$ cat src/rtl/fifo_rd_sched_if.sv
// fifo_rd_sched_if
// Bundles the signals between the read scheduler, the shared multi-flux FIFO
// and the flux consumers.
//   slave  : scheduler side (takes en/req/empty/fifo_dout, drives the rest)
//   master : environment side (FIFO + consumers, or a testbench)
// Signals:
//   en        scheduling enable
//   req       per-flux read request pulses from consumers
//   empty     per-flux empty flags from the FIFO
//   fifo_dout FIFO read word {tag, data}, valid while read is asserted
//   read      per-flux FIFO read strobes, zero or one-hot
//   out_valid one-hot delivery marker towards consumers
//   out_data  delivered payload
//   out_tag   delivered tag
//   overflow  sticky per-flux request-drop flags
interface fifo_rd_sched_if #(
  parameter int DATA_WIDTH = 8,
  parameter int FLUX       = 2,
  parameter int TAG_WIDTH  = $clog2(FLUX)
);
  logic                            en;
  logic [FLUX-1:0]                 req;
  logic [FLUX-1:0]                 empty;
  logic [TAG_WIDTH+DATA_WIDTH-1:0] fifo_dout;
  logic [FLUX-1:0]                 read;
  logic [FLUX-1:0]                 out_valid;
  logic [DATA_WIDTH-1:0]           out_data;
  logic [TAG_WIDTH-1:0]            out_tag;
  logic [FLUX-1:0]                 overflow;

  modport slave (
    input  en, req, empty, fifo_dout,
    output read, out_valid, out_data, out_tag, overflow
  );

  modport master (
    output en, req, empty, fifo_dout,
    input  read, out_valid, out_data, out_tag, overflow
  );
endinterface

$ cat src/rtl/fifo_rd_sched.sv
// fifo_rd_sched
// Read scheduler for the shared multi-flux FIFO. Consumer request pulses are
// accumulated in per-flux pending counters; each cycle at most one FIFO read
// strobe is raised, chosen round-robin among fluxes that are pending and
// non-empty. The returned word and tag are registered towards the consumers.
// Optional feature macro: FIFO_RD_SCHED_BURST_EN
//   defined   : a granted flux may keep the grant for up to BURST cycles
//   undefined : plain single-grant round-robin, BURST unused
// Ports:
//   clk  clock, all state on posedge
//   rst  asynchronous active-low reset
//   bus  fifo_rd_sched_if.slave (en, req, empty, fifo_dout in;
//        read, out_valid, out_data, out_tag, overflow out)
module fifo_rd_sched #(
  parameter int DATA_WIDTH = 8,
  parameter int FLUX       = 2,
  parameter int MAX_PEND   = 3,
  parameter int BURST      = 2,
  parameter int TAG_WIDTH  = $clog2(FLUX),
  parameter int PEND_W     = $clog2(MAX_PEND + 1)
) (
  input logic            clk,
  input logic            rst,
  fifo_rd_sched_if.slave bus
);

  // Elaboration-time sanity check of the configuration.
  if (FLUX < 2 || MAX_PEND < 1 || BURST < 1) begin : g_bad_cfg
    $error("fifo_rd_sched: unsupported parameter set");
  end

  logic [PEND_W-1:0]     pend [FLUX];
  logic [TAG_WIDTH-1:0]  ptr;
  logic [FLUX-1:0]       elig;
  logic                  arb_found;
  logic [TAG_WIDTH-1:0]  arb_g;
  logic                  grant_found;
  logic [TAG_WIDTH-1:0]  grant_g;
  logic                  ptr_load;
  logic [FLUX-1:0]       read_c;
  logic [FLUX-1:0]       out_valid_q;
  logic [DATA_WIDTH-1:0] out_data_q;
  logic [TAG_WIDTH-1:0]  out_tag_q;
  logic [FLUX-1:0]       overflow_q;

  always_comb begin
    for (int i = 0; i < FLUX; i++) begin
      elig[i] = bus.en && (pend[i] != '0) && !bus.empty[i];
    end
  end

  // Rotating search: first eligible flux starting at ptr, wrapping mod FLUX.
  always_comb begin
    arb_found = 1'b0;
    arb_g     = '0;
    for (int k = 0; k < FLUX; k++) begin
      if (!arb_found && elig[(int'(ptr) + k) % FLUX]) begin
        arb_found = 1'b1;
        arb_g     = TAG_WIDTH'((int'(ptr) + k) % FLUX);
      end
    end
  end

`ifdef FIFO_RD_SCHED_BURST_EN
  localparam int BCNT_W = $clog2(BURST + 1);

  typedef enum logic {ST_ARB, ST_BURST} state_t;

  state_t               state, state_nxt;
  logic [TAG_WIDTH-1:0] cur, cur_nxt;
  logic [BCNT_W-1:0]    bcnt, bcnt_nxt;

  always_ff @(posedge clk or negedge rst) begin
    if (!rst) begin
      state <= ST_ARB;
      cur   <= '0;
      bcnt  <= '0;
    end else begin
      state <= state_nxt;
      cur   <= cur_nxt;
      bcnt  <= bcnt_nxt;
    end
  end

  // A burst that cannot continue falls back to the ARB search in the same
  // cycle so the handover costs no bubble.
  always_comb begin
    state_nxt   = state;
    cur_nxt     = cur;
    bcnt_nxt    = bcnt;
    grant_found = 1'b0;
    grant_g     = '0;
    ptr_load    = 1'b0;
    if (!bus.en) begin
      state_nxt = ST_ARB;
      bcnt_nxt  = '0;
    end else if (state == ST_BURST && elig[cur] && int'(bcnt) < BURST) begin
      grant_found = 1'b1;
      grant_g     = cur;
      bcnt_nxt    = bcnt + BCNT_W'(1);
      if (int'(bcnt) + 1 >= BURST) begin
        state_nxt = ST_ARB;
      end
    end else begin
      state_nxt = ST_ARB;
      bcnt_nxt  = '0;
      if (arb_found) begin
        grant_found = 1'b1;
        grant_g     = arb_g;
        ptr_load    = 1'b1;
        if (BURST > 1) begin
          state_nxt = ST_BURST;
          cur_nxt   = arb_g;
          bcnt_nxt  = BCNT_W'(1);
        end
      end
    end
  end
`else
  always_comb begin
    grant_found = arb_found;
    grant_g     = arb_g;
    ptr_load    = arb_found;
  end
`endif

  always_comb begin
    read_c = '0;
    if (grant_found) begin
      read_c[grant_g] = 1'b1;
    end
  end

  always_ff @(posedge clk or negedge rst) begin
    if (!rst) begin
      ptr <= '0;
    end else if (ptr_load) begin
      ptr <= (int'(arb_g) + 1 == FLUX) ? '0 : arb_g + TAG_WIDTH'(1);
    end
  end

  // A request arriving at MAX_PEND without a same-cycle read is dropped and
  // flagged; request plus read at MAX_PEND is a net no-op.
  always_ff @(posedge clk or negedge rst) begin
    if (!rst) begin
      for (int i = 0; i < FLUX; i++) begin
        pend[i] <= '0;
      end
      overflow_q <= '0;
    end else begin
      for (int i = 0; i < FLUX; i++) begin
        if (bus.req[i] && !read_c[i]) begin
          if (int'(pend[i]) == MAX_PEND) begin
            overflow_q[i] <= 1'b1;
          end else begin
            pend[i] <= pend[i] + PEND_W'(1);
          end
        end else if (!bus.req[i] && read_c[i]) begin
          pend[i] <= pend[i] - PEND_W'(1);
        end
      end
    end
  end

  always_ff @(posedge clk or negedge rst) begin
    if (!rst) begin
      out_valid_q <= '0;
      out_data_q  <= '0;
      out_tag_q   <= '0;
    end else begin
      out_valid_q <= read_c;
      if (grant_found) begin
        out_data_q <= bus.fifo_dout[DATA_WIDTH-1:0];
        out_tag_q  <= bus.fifo_dout[TAG_WIDTH+DATA_WIDTH-1:DATA_WIDTH];
      end
    end
  end

  assign bus.read      = read_c;
  assign bus.out_valid = out_valid_q;
  assign bus.out_data  = out_data_q;
  assign bus.out_tag   = out_tag_q;
  assign bus.overflow  = overflow_q;

endmodule

$ cat src/flat_wrapper.sv
// flat-port wrapper written by rule: the top's interface ports become plain ports
module fifo_rd_sched_flat 
#(
  parameter int DATA_WIDTH = 8,
  parameter int FLUX       = 2,
  parameter int MAX_PEND   = 3,
  parameter int BURST      = 2,
  parameter int TAG_WIDTH  = $clog2(FLUX),
  parameter int PEND_W     = $clog2(MAX_PEND + 1)
)
  (clk, rst, bus_en, bus_req, bus_empty, bus_fifo_dout, bus_read, bus_out_valid, bus_out_data, bus_out_tag, bus_overflow);
  fifo_rd_sched_if #(.DATA_WIDTH(DATA_WIDTH), .FLUX(FLUX), .TAG_WIDTH(TAG_WIDTH)) bus_i ();
  input logic clk;
  input logic rst;
  input wire logic [$bits(bus_i.en)-1:0] bus_en;
  input wire logic [$bits(bus_i.req)-1:0] bus_req;
  input wire logic [$bits(bus_i.empty)-1:0] bus_empty;
  input wire logic [$bits(bus_i.fifo_dout)-1:0] bus_fifo_dout;
  output wire logic [$bits(bus_i.read)-1:0] bus_read;
  output wire logic [$bits(bus_i.out_valid)-1:0] bus_out_valid;
  output wire logic [$bits(bus_i.out_data)-1:0] bus_out_data;
  output wire logic [$bits(bus_i.out_tag)-1:0] bus_out_tag;
  output wire logic [$bits(bus_i.overflow)-1:0] bus_overflow;
  assign bus_i.en = bus_en;
  assign bus_i.req = bus_req;
  assign bus_i.empty = bus_empty;
  assign bus_i.fifo_dout = bus_fifo_dout;
  assign bus_read = bus_i.read;
  assign bus_out_valid = bus_i.out_valid;
  assign bus_out_data = bus_i.out_data;
  assign bus_out_tag = bus_i.out_tag;
  assign bus_overflow = bus_i.overflow;
  fifo_rd_sched #(.DATA_WIDTH(DATA_WIDTH), .FLUX(FLUX), .MAX_PEND(MAX_PEND), .BURST(BURST), .TAG_WIDTH(TAG_WIDTH), .PEND_W(PEND_W)) u_core (.clk(clk), .rst(rst), .bus(bus_i));
endmodule
$ cat config.mk
export PLATFORM = sky130hd
export DESIGN_NAME = fifo_rd_sched_flat
export DESIGN_NICKNAME = d
export VERILOG_FILES = /design/src/rtl/fifo_rd_sched_if.sv /design/src/rtl/fifo_rd_sched.sv /design/src/flat_wrapper.sv
export SDC_FILE = /design/constraint.sdc
export NUM_CORES = 1
export LEC_CHECK = 0
export ABC_AREA = 1
export BUFFER_PORTS_ARGS = -buffer_cell sky130_fd_sc_hd__buf_2
export CORE_UTILIZATION = 45
export CTS_BUF_LIST = sky130_fd_sc_hd__clkbuf_8
export DETAILED_ROUTE_END_ITERATION = 6
export GPL_TIMING_DRIVEN = 1
export PLACE_DENSITY_LB_ADDON = 0.15
export SKIP_CTS_REPAIR_TIMING = 1
export SYNTH_ARGS = -nofsm -noshare
export SYNTH_HDL_FRONTEND = slang
export SYNTH_SLANG_ARGS = --single-unit
export TNS_END_PERCENT = 5
$ cat constraint.sdc
create_clock -name clk -period 1.05 [get_ports clk]
set_input_delay 0.0525 -clock clk [delete_from_list [all_inputs] [get_ports clk]]
set_output_delay 0.0525 -clock clk [all_outputs]
set_load 0.03 [all_outputs]
==> results.ini <==
[outcome]
status=finished, violations left
violations=negative setup slack

[yosys]
synth_fa_ha_area_share_pct=0
synthMuxAreaShare_pct=12.3
synthXorXnorAreaFrac_pct=0
synth-simple-area-share_pct=21.5
syn-num-nets=95
syn_area_um2=822
synth_top_flop_cell=dfrtp_1
synth_warnings=0
synthArstFlopShare_pct=100
synth_edf_count=0
seq_area_frac_synth_pct=54.8
yosys-top-cells-area=dfrtp_1, mux2_2, nand2_1
synth_top_cell_area_share_pct=54.8
synth_top_family_by_area=simple AND/OR/NAND/NOR gates
synth-compound-area-share_pct=6.39
synth_area_per_cell_um2=10.4
syn_inst=79
synthDistinctLibCells=17
synth_seq_cells=18
synth_commonest_cells=dfrtp_1, nand2_1, mux2_2
yosys.area.top_type=dfrtp_1
synthMostInstantiatedCell=dfrtp_1

[timing]
max_freq_mhz=769
min_period_over_period_pct=124
period_minus_slack_ns=1.30
tightestPinTransition_ns=0.395
skew_ns=0.00392
setup_violations=17
fin_ws_ns=-0.250
hold_viol=0
slew_headroom_pct=73.7
rsz0062_at_grt=yes
final-max-slew-violation-count=0

[critical_path]
path_common_cell=nor2_2
cp_slowest_stage_delay_ns=0.43
worstPathArrival_ns=1.25
crit_path_start_kind=register
cp_max_fo=4
worst-setup-path-type=reg2out
worst_path_max_delay_cell=dfrtp_1
path_cells=nor2_2 > nor2_2 > nand2_1 > nand2_2 > inv_2 > buf_6
end_kind=output pin
reg2reg_from=u_core.pend[2]$_DFFE_PN0P_
required_ns=1.00
critPathLaunch=u_core.pend[2]$_DFFE_PN0P_

[drt]
routed-via-count=687
drc_errors=0
wl_per_cell_um=10.5
first_pass_iters=4
ant_nets=0
drt-vias-per-instance=4.67
drtIter0Drc=5
wl_mm=1.55

[clock_tree]
path_clk_slew_ns=0.07
cts_max_path_buffers=2
insertion_delay_ns=0.25
root_buffer=clkbuf_8
cts_tree=done
cts_made_buffers=3
cts_num_sinks=18
cts_max_level=1

[pwr]
power_density_nw_per_um2=2480
peakVddDrop_uv=1240
p_total_w=0.00287
power.leakage_nw=0.596

[die]
die_y_um=44.7
num_rows=15
start_util_pct=47.6
io_pins=31
dieArea_um2=2000
core_um2=1730
dieWidth_um=44.7

[layout]
fin_area_um2=1160
final-seq-area_um2=450
fin_util_pct=67.1
area_growth_pct=40.9
final_layout_size_suffix_gt1_share_pct=57.4
nFillCells=155
multiInputGateArea_um2=348
final_nets=139
insertedDiodeCount=0

[place]
place.port_buffers=30
gp_congestion=0.755
hpwl_mm=1.14
dp_slack_ns=-0.152
placed_area_um2=1050

[flow_run]
cap_violations=0

[worst_hold_path]
min_path_type=in2reg
worstHoldStart=bus_fifo_dout[6]

[global_routing]
grt_overflow_total=0
antenna_found_initial=0
grt_max_degree=19
grtUsageTotal_pct=16.2
grt_pass1_wl_mm=2.36
grt_pass1_vias=596

-- placed cells by master, fill, tap and decap left out, drive strengths merged --
master	n
dlygate4sd3	1
dfrtp	18
nand3	6
nand2	22
clkbuf	4
inv	11
nor2	5
o21bai	2
mux2	9
buf	38
o21ai	5
a21oi	1
-- worst max-delay path: cells and delay by family, from the launching register on --
kind	cells	cell delay (ns)
simple gates	4	0.34
flops	1	0.43
buf+inv	2	0.22
-- layout make-up --
type,count,area share (%)
inverters,11,3.56
flip-flops and latches,18,38.9
repair buffers,39,20.1
clock buffers,4,4.75
multi-input cells,50,30.0
well taps,25,2.70
-- routing by layer --
layer  global-route usage [%]  vias up  share of wire [%]
met5                        0        -                  0
met2                     30.3       17                 56
met3                     2.40        2                3.9
met1                     18.9      328                 40
met4                     5.45        0               0.71
li1                         -      340                  -
-- power breakdown --
part / leakage [nW] / internal (W) / switching, W
Combinational: 0.362 / 0.000520 / 0.000734
Clock: 0.0288 / 0.000332 / 0.000216
Sequential: 0.205 / 0.000912 / 0.000155
-- final timing paths --
kind	endpoint	slack, ns	depth (start not counted)
setup / recovery	bus_read[1]	-0.25	6
hold / removal	u_core.bus.out_data[6]$_DFFE_PN0P_	0.04	2
setup reg to reg	u_core.bus.out_data[1]$_DFFE_PN0P_	-0.18	5
hold reg to reg	u_core.bus.overflow[0]$_DFFE_PN0P_	0.48	1
max in group asynchronous	u_core.pend[1]$_DFFE_PN0P_	0.51	2
min in group asynchronous	u_core.bus.out_data[4]$_DFFE_PN0P_	0.26	2
-- state kept, by name, indices dropped and copies added (netlist names) --
name / count
u_core.bus.out_valid: 2
u_core.ptr: 1
u_core.bus.out_tag: 1
u_core.bus.out_data: 8
u_core.bus.overflow: 2
u_core.pend: 4
-- cell families after synthesis --
kind of cell    count (synthesis)
simple gates                   33
flops                          18
buf+inv                        11
mux                             9
compound gates                  8
-- per-stage QoR --
step | setup TNS (ns) | cells | hold WS [ns]
after floorplan | -1.56 | 79 | -0.243
after global routing | -4.04 | 147 | 0.0372
final | -2.60 | 147 | 0.0350
after CTS | -2.34 | 143 | -0.263
after detailed placement | -1.60 | 139 | 0.00180
after global placement | -1.39 | 139 | 0.000790
(Power assumes the default switching activity.)
